File: src/rtl/fir_mac_engine.sv
// Multi-channel FIR multiply-accumulate engine: one shared coefficient stream, NCH sample lanes.
// Define FIR_SAT_EN to saturate each channel result; otherwise the scaled result wraps.
module fir_mac_engine #(
   parameter  int DATA_W = 16,
   parameter  int COEF_W = 16,
   parameter  int NTAPS  = 1021,
   parameter  int NCH    = 2,
   localparam int AW     = $clog2(NTAPS),
   localparam int ACC_W  = DATA_W + COEF_W + AW
) (
   input  logic                  clk,
   input  logic                  rst_n,
   input  logic                  start,
   input  logic                  abort,
   output logic [AW-1:0]         coef_addr,
   input  logic [COEF_W-1:0]     coef_data,
   output logic                  seq_req,
   input  logic [NCH*DATA_W-1:0] smpl_in,
   output logic                  busy,
   output logic                  out_valid,
   output logic [NCH*DATA_W-1:0] smpl_out
);

   localparam int PW = DATA_W + COEF_W;

   typedef enum logic [1:0] {IDLE, RUN, DRAIN, DONE} state_t;

   state_t state, state_nxt;
   logic   mac_en;
   logic   last_addr;
   logic   run_start;

   logic signed [PW-1:0]    prod    [NCH];
   logic signed [ACC_W-1:0] acc     [NCH];
   logic signed [ACC_W-1:0] acc_nxt [NCH];
   logic        [DATA_W-1:0] res    [NCH];

   assign last_addr = (coef_addr == AW'(NTAPS - 1));
   assign run_start = (state == IDLE) && start;

   always_ff @(posedge clk or negedge rst_n) begin
      if (!rst_n) state <= IDLE;
      // NOTE: state registers use non-blocking assignment so every flop samples pre-edge values.
      else        state <= state_nxt;
   end

   always_comb begin
      // NOTE: every output of this block gets a default first, so no path can infer a latch.
      state_nxt = state;
      seq_req   = 1'b0;
      busy      = 1'b1;
      out_valid = 1'b0;
      unique case (state)
         IDLE: begin
            busy = 1'b0;
            if (start) state_nxt = RUN;
         end
         RUN: begin
            seq_req = 1'b1;
            if (abort)          state_nxt = IDLE;
            else if (last_addr) state_nxt = DRAIN;
         end
         DRAIN: state_nxt = abort ? IDLE : DONE;
         DONE: begin
            out_valid = 1'b1;
            state_nxt = IDLE;
         end
         default: state_nxt = IDLE;
      endcase
   end

   // Address saturates at NTAPS-1 and holds outside RUN; aborted runs leave it where it stopped.
   always_ff @(posedge clk or negedge rst_n) begin
      if (!rst_n) begin
         coef_addr <= '0;
         mac_en    <= 1'b0;
      end else begin
         mac_en <= seq_req && !abort;
         if (run_start)
            coef_addr <= '0;
         else if (state == RUN && !abort && !last_addr)
            coef_addr <= coef_addr + AW'(1);
      end
   end

   always_comb begin
      for (int c = 0; c < NCH; c++) begin
         prod[c]    = PW'($signed(coef_data)) * PW'($signed(smpl_in[c*DATA_W +: DATA_W]));
         acc_nxt[c] = acc[c] + ACC_W'(prod[c]);
         res[c]     = acc_nxt[c][PW-2 : COEF_W-1];
`ifdef FIR_SAT_EN
         // In range only when every bit above the result slice matches its sign bit.
         if (acc_nxt[c][ACC_W-1 : PW-2] != {(AW+2){acc_nxt[c][ACC_W-1]}})
            res[c] = acc_nxt[c][ACC_W-1] ? {1'b1, {(DATA_W-1){1'b0}}} : {1'b0, {(DATA_W-1){1'b1}}};
`endif
      end
   end

   // NOTE: the accumulators are a handful of registers, not a RAM, so they take the async reset.
   always_ff @(posedge clk or negedge rst_n) begin
      if (!rst_n) begin
         for (int c = 0; c < NCH; c++) acc[c] <= '0;
      end else begin
         for (int c = 0; c < NCH; c++) begin
            if (run_start)   acc[c] <= '0;
            else if (mac_en) acc[c] <= acc_nxt[c];
         end
      end
   end

   // The last product lands during DRAIN, so results load from acc_nxt and are visible in DONE.
   always_ff @(posedge clk or negedge rst_n) begin
      if (!rst_n) begin
         smpl_out <= '0;
      end else if (state == DRAIN && !abort) begin
         for (int c = 0; c < NCH; c++) smpl_out[c*DATA_W +: DATA_W] <= res[c];
      end
   end

endmodule

File: config.mk
export PLATFORM = sky130hd
export DESIGN_NAME = fir_mac_engine
export DESIGN_NICKNAME = d
export VERILOG_FILES = /design/src/rtl/fir_mac_engine.sv
export SDC_FILE = /design/constraint.sdc
export NUM_CORES = 2
export LEC_CHECK = 0
export CAP_MARGIN = 15
export CELL_PAD_IN_SITES_DETAIL_PLACEMENT = 1
export CELL_PAD_IN_SITES_GLOBAL_PLACEMENT = 2
export CORE_MARGIN = 1
export CORE_UTILIZATION = 45
export DETAILED_ROUTE_END_ITERATION = 10
export PLACE_DENSITY_LB_ADDON = 0.1
export SETUP_SLACK_MARGIN = 0.1
export SLEW_MARGIN = 5
export SYNTH_ARGS = -nofsm -noshare
export SYNTH_HDL_FRONTEND = slang
export SYNTH_SLANG_ARGS = --single-unit
export TNS_END_PERCENT = 100
File: constraint.sdc
create_clock -name clk -period 11.8 [get_ports clk]
set_clock_uncertainty 0.2 [all_clocks]
set_input_delay 3.54 -clock clk [delete_from_list [all_inputs] [get_ports clk]]
set_output_delay 3.54 -clock clk [all_outputs]
set_load 0.01 [all_outputs]
-- Word-level counts from Yosys, hierarchy flattened
Index checks and enable logic that the tools add are counted.
- reduce and logical (&&, ||, !) cells: 11
- equal/unequal tests: 6
- shifts and indexed selects: 0
- bitwise gates (word level): 0
- add/subtract/negate cells: 3
- $mul: 2
- muxes and demuxes: 14
- order comparisons: 0
- div/mod/pow operators: 0
- operators with widths (operator ; count):
    two-way mux 42 bit ; 4
    adder 42 x 32 -> 42 bit ; 2
    multiplier 16 x 16 -> 32 bit ; 2
    two-way mux 10 bit ; 2
    adder 10 x 1 -> 10 bit, second input constant ; 1
    equality test 10 bit, second input constant ; 1
    two-way mux 2 bit ; 4
    one-hot mux 2 bit (4 select lines) ; 1
    logical AND 1 bit ; 5
    equality test 2 bit, second input constant ; 2
    nonzero test 2 bit ; 2
    two-way mux 1 bit ; 3
    inequality test 3 bit, second input constant ; 1
    equality test 2 x 1 -> 1 bit, second input constant ; 1
    logical NOT 1 bit ; 2
    logical NOT 2 bit ; 1
    inequality test 2 bit, second input constant ; 1
    AND reduction 2 bit ; 1
- input bits: 52
- bits in read-only memories: 0
- logic and storage cells: 42
- bits in registers: 129
- memory bits (writable): 0
- memories: 0
- bits in latches: 0
- output and inout port bits: 45

-- Longest topological paths before layout
- word-level depth: 5
- mapped depth: 25
- mapped depth without buffers: 24

-- Least setup slack after synthesis
OpenSTA, ideal clock, no wires.
- kind: input-to-reg
- start point: in coef_data[15]
- end point: reg acc[71] (netlist bit)
- data required time: 11464 ps
- cell stages on the path: 22
- arrival time: 9399 ps
- path buffers: 3
- slack: 2064 ps
- library setup time: 136 ps
- cells stage by stage: clkbuf_1 -> clkbuf_1 -> nand2_1 -> inv_1 -> fa_1 -> fa_1 -> fa_1 -> fa_1 -> fa_1 -> inv_1 -> fa_1 -> inv_1 -> ha_1 -> a21o_1 -> a21o_1 -> or3_1 -> buf_1 -> nor3_1 -> a2111oi_0 -> or3_1 -> nand3_1 -> a21oi_1
- word-level cells in the longest chain between the ends: 4
- RTL lines (element ; RTL line ; RTL):
    from (decl) ; 16 ; input logic [COEF_W-1:0] coef_data,
    multiplier 16 x 16 -> 32 bit ; 88 ; prod[c] = PW'($signed(coef_data)) * PW'($signed(smpl_in[c*DATA_W +: DATA_W]));
    adder 42 x 32 -> 42 bit ; 89 ; acc_nxt[c] = acc[c] + ACC_W'(prod[c]);
    two-way mux 42 bit ; 106 ; else if (mac_en) acc[c] <= acc_nxt[c];
    two-way mux 42 bit ; 105 ; if (run_start) acc[c] <= '0;
    to (signal, indexed assignment) ; 106 ;
    to (decl) ; 34 ; logic signed [ACC_W-1:0] acc [NCH];
Every way passes these cells. The select of a mux whose other input is x is not followed.
A chain may end at the register's enable or synchronous reset.

-- Final worst setup path
Same ends and word-level chain as after synthesis.

==> flow_metrics.env <==
export IMPL_finalMaxSlewViolations=0
export IMPL_synth_seq_cells=107
export IMPL_cts_htree_levels=3
export IMPL_reg2reg_from="acc[51]"
export IMPL_postCtsHoldBufs=0
export IMPL_drtAntennaViolNets=0
export IMPL_drcViolationCount=0
export IMPL_path_cells="clkdlybuf4s50_1, buf_4, nand2_1, inv_1, fa_1, fa_1, fa_1, fa_1, fa_1, inv_1, fa_1, inv_1, ha_1, a21o_1, a21o_1, or3_1, nor3_1, a2111oi_0, or3_1, nand3_1, a21oi_1"
export IMPL_via_count=17700
export IMPL_clockBufferDepth=2
export IMPL_critPathSlowestCell="fa_1"
export IMPL_insertion_delay_ns=0.41
export IMPL_grt_antenna_before_repair=3
export IMPL_grt_max_degree=69
export IMPL_num_rows=86
export IMPL_cpMostUsedCell="fa_1"
export IMPL_synth_edf_count=0
export IMPL_synth_flop_cell="dfrtp_1"
export IMPL_die_width_um=239
export IMPL_avgViaCountPerCell=5.09
export IMPL_clk_pin_slew_ns=0.09
export IMPL_initial_core_util_pct=45.8
export IMPL_cts_repair_resized=0
export IMPL_post_cts_buffers=0
export IMPL_yosys_warnings=0
export IMPL_ys_types=64
export IMPL_die_h_um=239
export IMPL_path_delay_family="adder cells"
export IMPL_cp_buffers_inverters=5
export IMPL_finalCritPeriodShare_pct=89.4
export IMPL_crit_required_ns=11.85
export IMPL_drt_total_wl_um=66800
export IMPL_place_hpwl_um=56100
export IMPL_status="finished, final reports clean"
export IMPL_arrival_ns=10.60
export IMPL_reg2reg_depth=17
export IMPL_core_area_mm2=0.0554
export IMPL_max_cap_violations=0
export IMPL_async_reset_ff_share_pct=100
export IMPL_startpoint_type="primary input"
export IMPL_fmax_mhz=94.8
export IMPL_final_setup_tns_ns=0
export IMPL_first_pass_iters=4
export IMPL_rsz0062_at_grt="no"
export IMPL_setup_worst_path_class="primary input to flip-flop"
export IMPL_hold_viol=0
export IMPL_area_growth_syn_to_layout_pct=8.68
export IMPL_min_period_ns=10.55
export IMPL_reg2reg_slack_ns=5.98
export IMPL_cts_root_buffer="clkbuf_16"
export IMPL_slew_headroom_pct=27.4
export IMPL_setup_viol=0
export IMPL_cts_made_buffers=9
export IMPL_synth_net_count=3490
export IMPL_dr_max_layer_used="met5"
export IMPL_wl_met2_um=34800
export IMPL_worst_pin_slew_ns=1.09
export IMPL_io_pins=97
export IMPL_cts_tree="done"
export IMPL_min_from="smpl_out[14]"
export IMPL_overflow=0
export IMPL_hold_end="smpl_out[14]"
export IMPL_grt_pass1_vias=20900
export IMPL_drt_iter0_drc=756
export IMPL_die_area_mm2=0.0573
export IMPL_end_kind="flip-flop"
export IMPL_port_buffers=96
export IMPL_drive_gt1_share_pct=3.58
export IMPL_wl_met3_um=1810
export IMPL_yosysSeqAreaShare_pct=10.6
export IMPL_nets=3543
export IMPL_cts_sinks=107
export IMPL_cpPeakStageDelay_ns=0.94
export IMPL_syn_inst=2676
export IMPL_grt_pass1_wl_um=112000
export IMPL_hold_path_class="flip-flop to flip-flop"
export IMPL_regToRegEndpoint="acc[71]"
export IMPL_gp_routability_congestion=0.806
export IMPL_syn_area_mm2=0.0254
export IMPL_worst_path_max_fanout=17
export IMPL_postSynthAreaPerCell_um2=9.48
export IMPL_drt_met1_wl_um=28700
export IMPL_wl_per_cell_um=19.2
export IMPL_grt_usage_pct=25.7
export IMPL_holdPathStages=2
==> registers in the layout, indices dropped and copies added (netlist names) <==
name       cells
coef_addr     10
mac_en         1
smpl_out      32
acc           62
state          2
==> area by class of cell <==
class	count	area, um^2
flip-flops and latches	107	2680
multi-input cells	1799	19800
clock buffers	9	225
fillers	6411	27900
clock inverters	7	86.3
well taps	748	936
diodes	1	2.50
repair buffers	146	1340
inverters	666	2500
==> per-stage QoR <==
stage	instance area (um^2)	worst slack, ns	hold slack [ns]	util (%)	std cells
finish	27600	1.25	0.280	49.7	3483
global route	27600	0.888	0.317	49.7	3483
CTS	27600	1.21	0.282	49.7	3482
detailed placement	27200	0.821	0.261	49.2	3466
global placement	27200	0.943	0.258	49.2	3466
floorplan	25400	2.06	0.286	-	2676
==> logic make-up after synthesis <==
group                    share of synthesized area, %
XOR/XNOR                                         3.07
adder cells (fa/ha/maj)                          54.5
AO/OA/AOI/OAI                                    4.52
multiplexers                                     2.18
AND/OR/NAND/NOR                                  13.8
flip-flops                                       10.6
buffers and inverters                            11.4
==> cell usage in the layout, fill, tap and decap left out, drive strengths merged, types with 8 or more instances in the layout <==
master	netlist	layout
a211oi	16	16
a21o	19	19
a21oi	39	39
a31oi	8	8
and2	237	237
buf	7	51
clkbuf	97	9
clkdlybuf4s50	0	95
dfrtp	107	107
fa	570	570
ha	192	192
inv	666	669
mux2	14	14
mux2i	39	39
nand2	310	310
nand2b	15	15
nand3	9	9
nor2	100	100
nor2b	22	22
nor3	11	11
o21a	14	14
o21ai	31	31
xnor2	69	69
xor2	20	20
==> worst max path at each step <==
stage / startpoint / to / depth (start not counted)
finish: coef_data[15] / acc[71] / 21
global route: coef_data[15] / acc[72] / 21
CTS: coef_data[15] / acc[72] / 21
detailed placement: coef_data[15] / acc[71] / 21
global placement: coef_data[15] / acc[71] / 21
floorplan: coef_data[15] / acc[71] / 22
==> worst reg2reg max path: cells and delay by family (launching register included) <==
kind | cells | cell delay, ns
adders and majority gates | 6 | 2.55
AOI/OAI and AO/OA | 6 | 1.45
and+or+nand+nor | 3 | 0.99
DFF | 1 | 0.40
buffers and inverters | 2 | 0.09
==> cell usage after synthesis, types with 2 or more instances <==
master | count | area (um^2)
or3_1 | 5 | 31.3
a31oi_1 | 8 | 50.1
a21oi_1 | 38 | 190
o21ba_2 | 2 | 20.0
a211oi_2 | 2 | 25.0
nand4_1 | 4 | 25.0
nand2b_1 | 15 | 93.8
a22o_1 | 2 | 17.5
mux2i_1 | 39 | 390
nor2b_1 | 22 | 138
mux2_2 | 13 | 146
clkbuf_1 | 97 | 364
nor2_1 | 100 | 375
a211oi_1 | 14 | 105
buf_1 | 6 | 22.5
nand3_1 | 9 | 45.0
inv_1 | 665 | 2500
o31a_1 | 2 | 17.5
o211ai_1 | 2 | 15.0
and3_1 | 7 | 43.8
dfrtp_1 | 107 | 2680
or2_1 | 2 | 12.5
fa_1 | 570 | 11400
a21o_1 | 19 | 143
o21ai_1 | 16 | 80.1
and2_1 | 237 | 1480
nand2_1 | 309 | 1160
nor3_1 | 11 | 55.1
xnor2_1 | 69 | 604
o21a_1 | 13 | 97.6
ha_1 | 192 | 2400
o21bai_1 | 7 | 52.6
a211o_1 | 2 | 17.5
a31o_1 | 2 | 17.5
xor2_1 | 20 | 175
a41o_1 | 2 | 20.0
o22ai_1 | 6 | 37.5
o21ai_0 | 14 | 70.1
==> routing by layer <==
metal  global-route usage [%]  up-vias
li1                         -     7931
met1                     33.5     9499
met2                     45.8      223
met3                     2.57       55
met4                     6.22        4
met5                        0        -
Power is not shown: default switching activity piles up to over one toggle a cycle in this logic, so the estimate is an artifact.
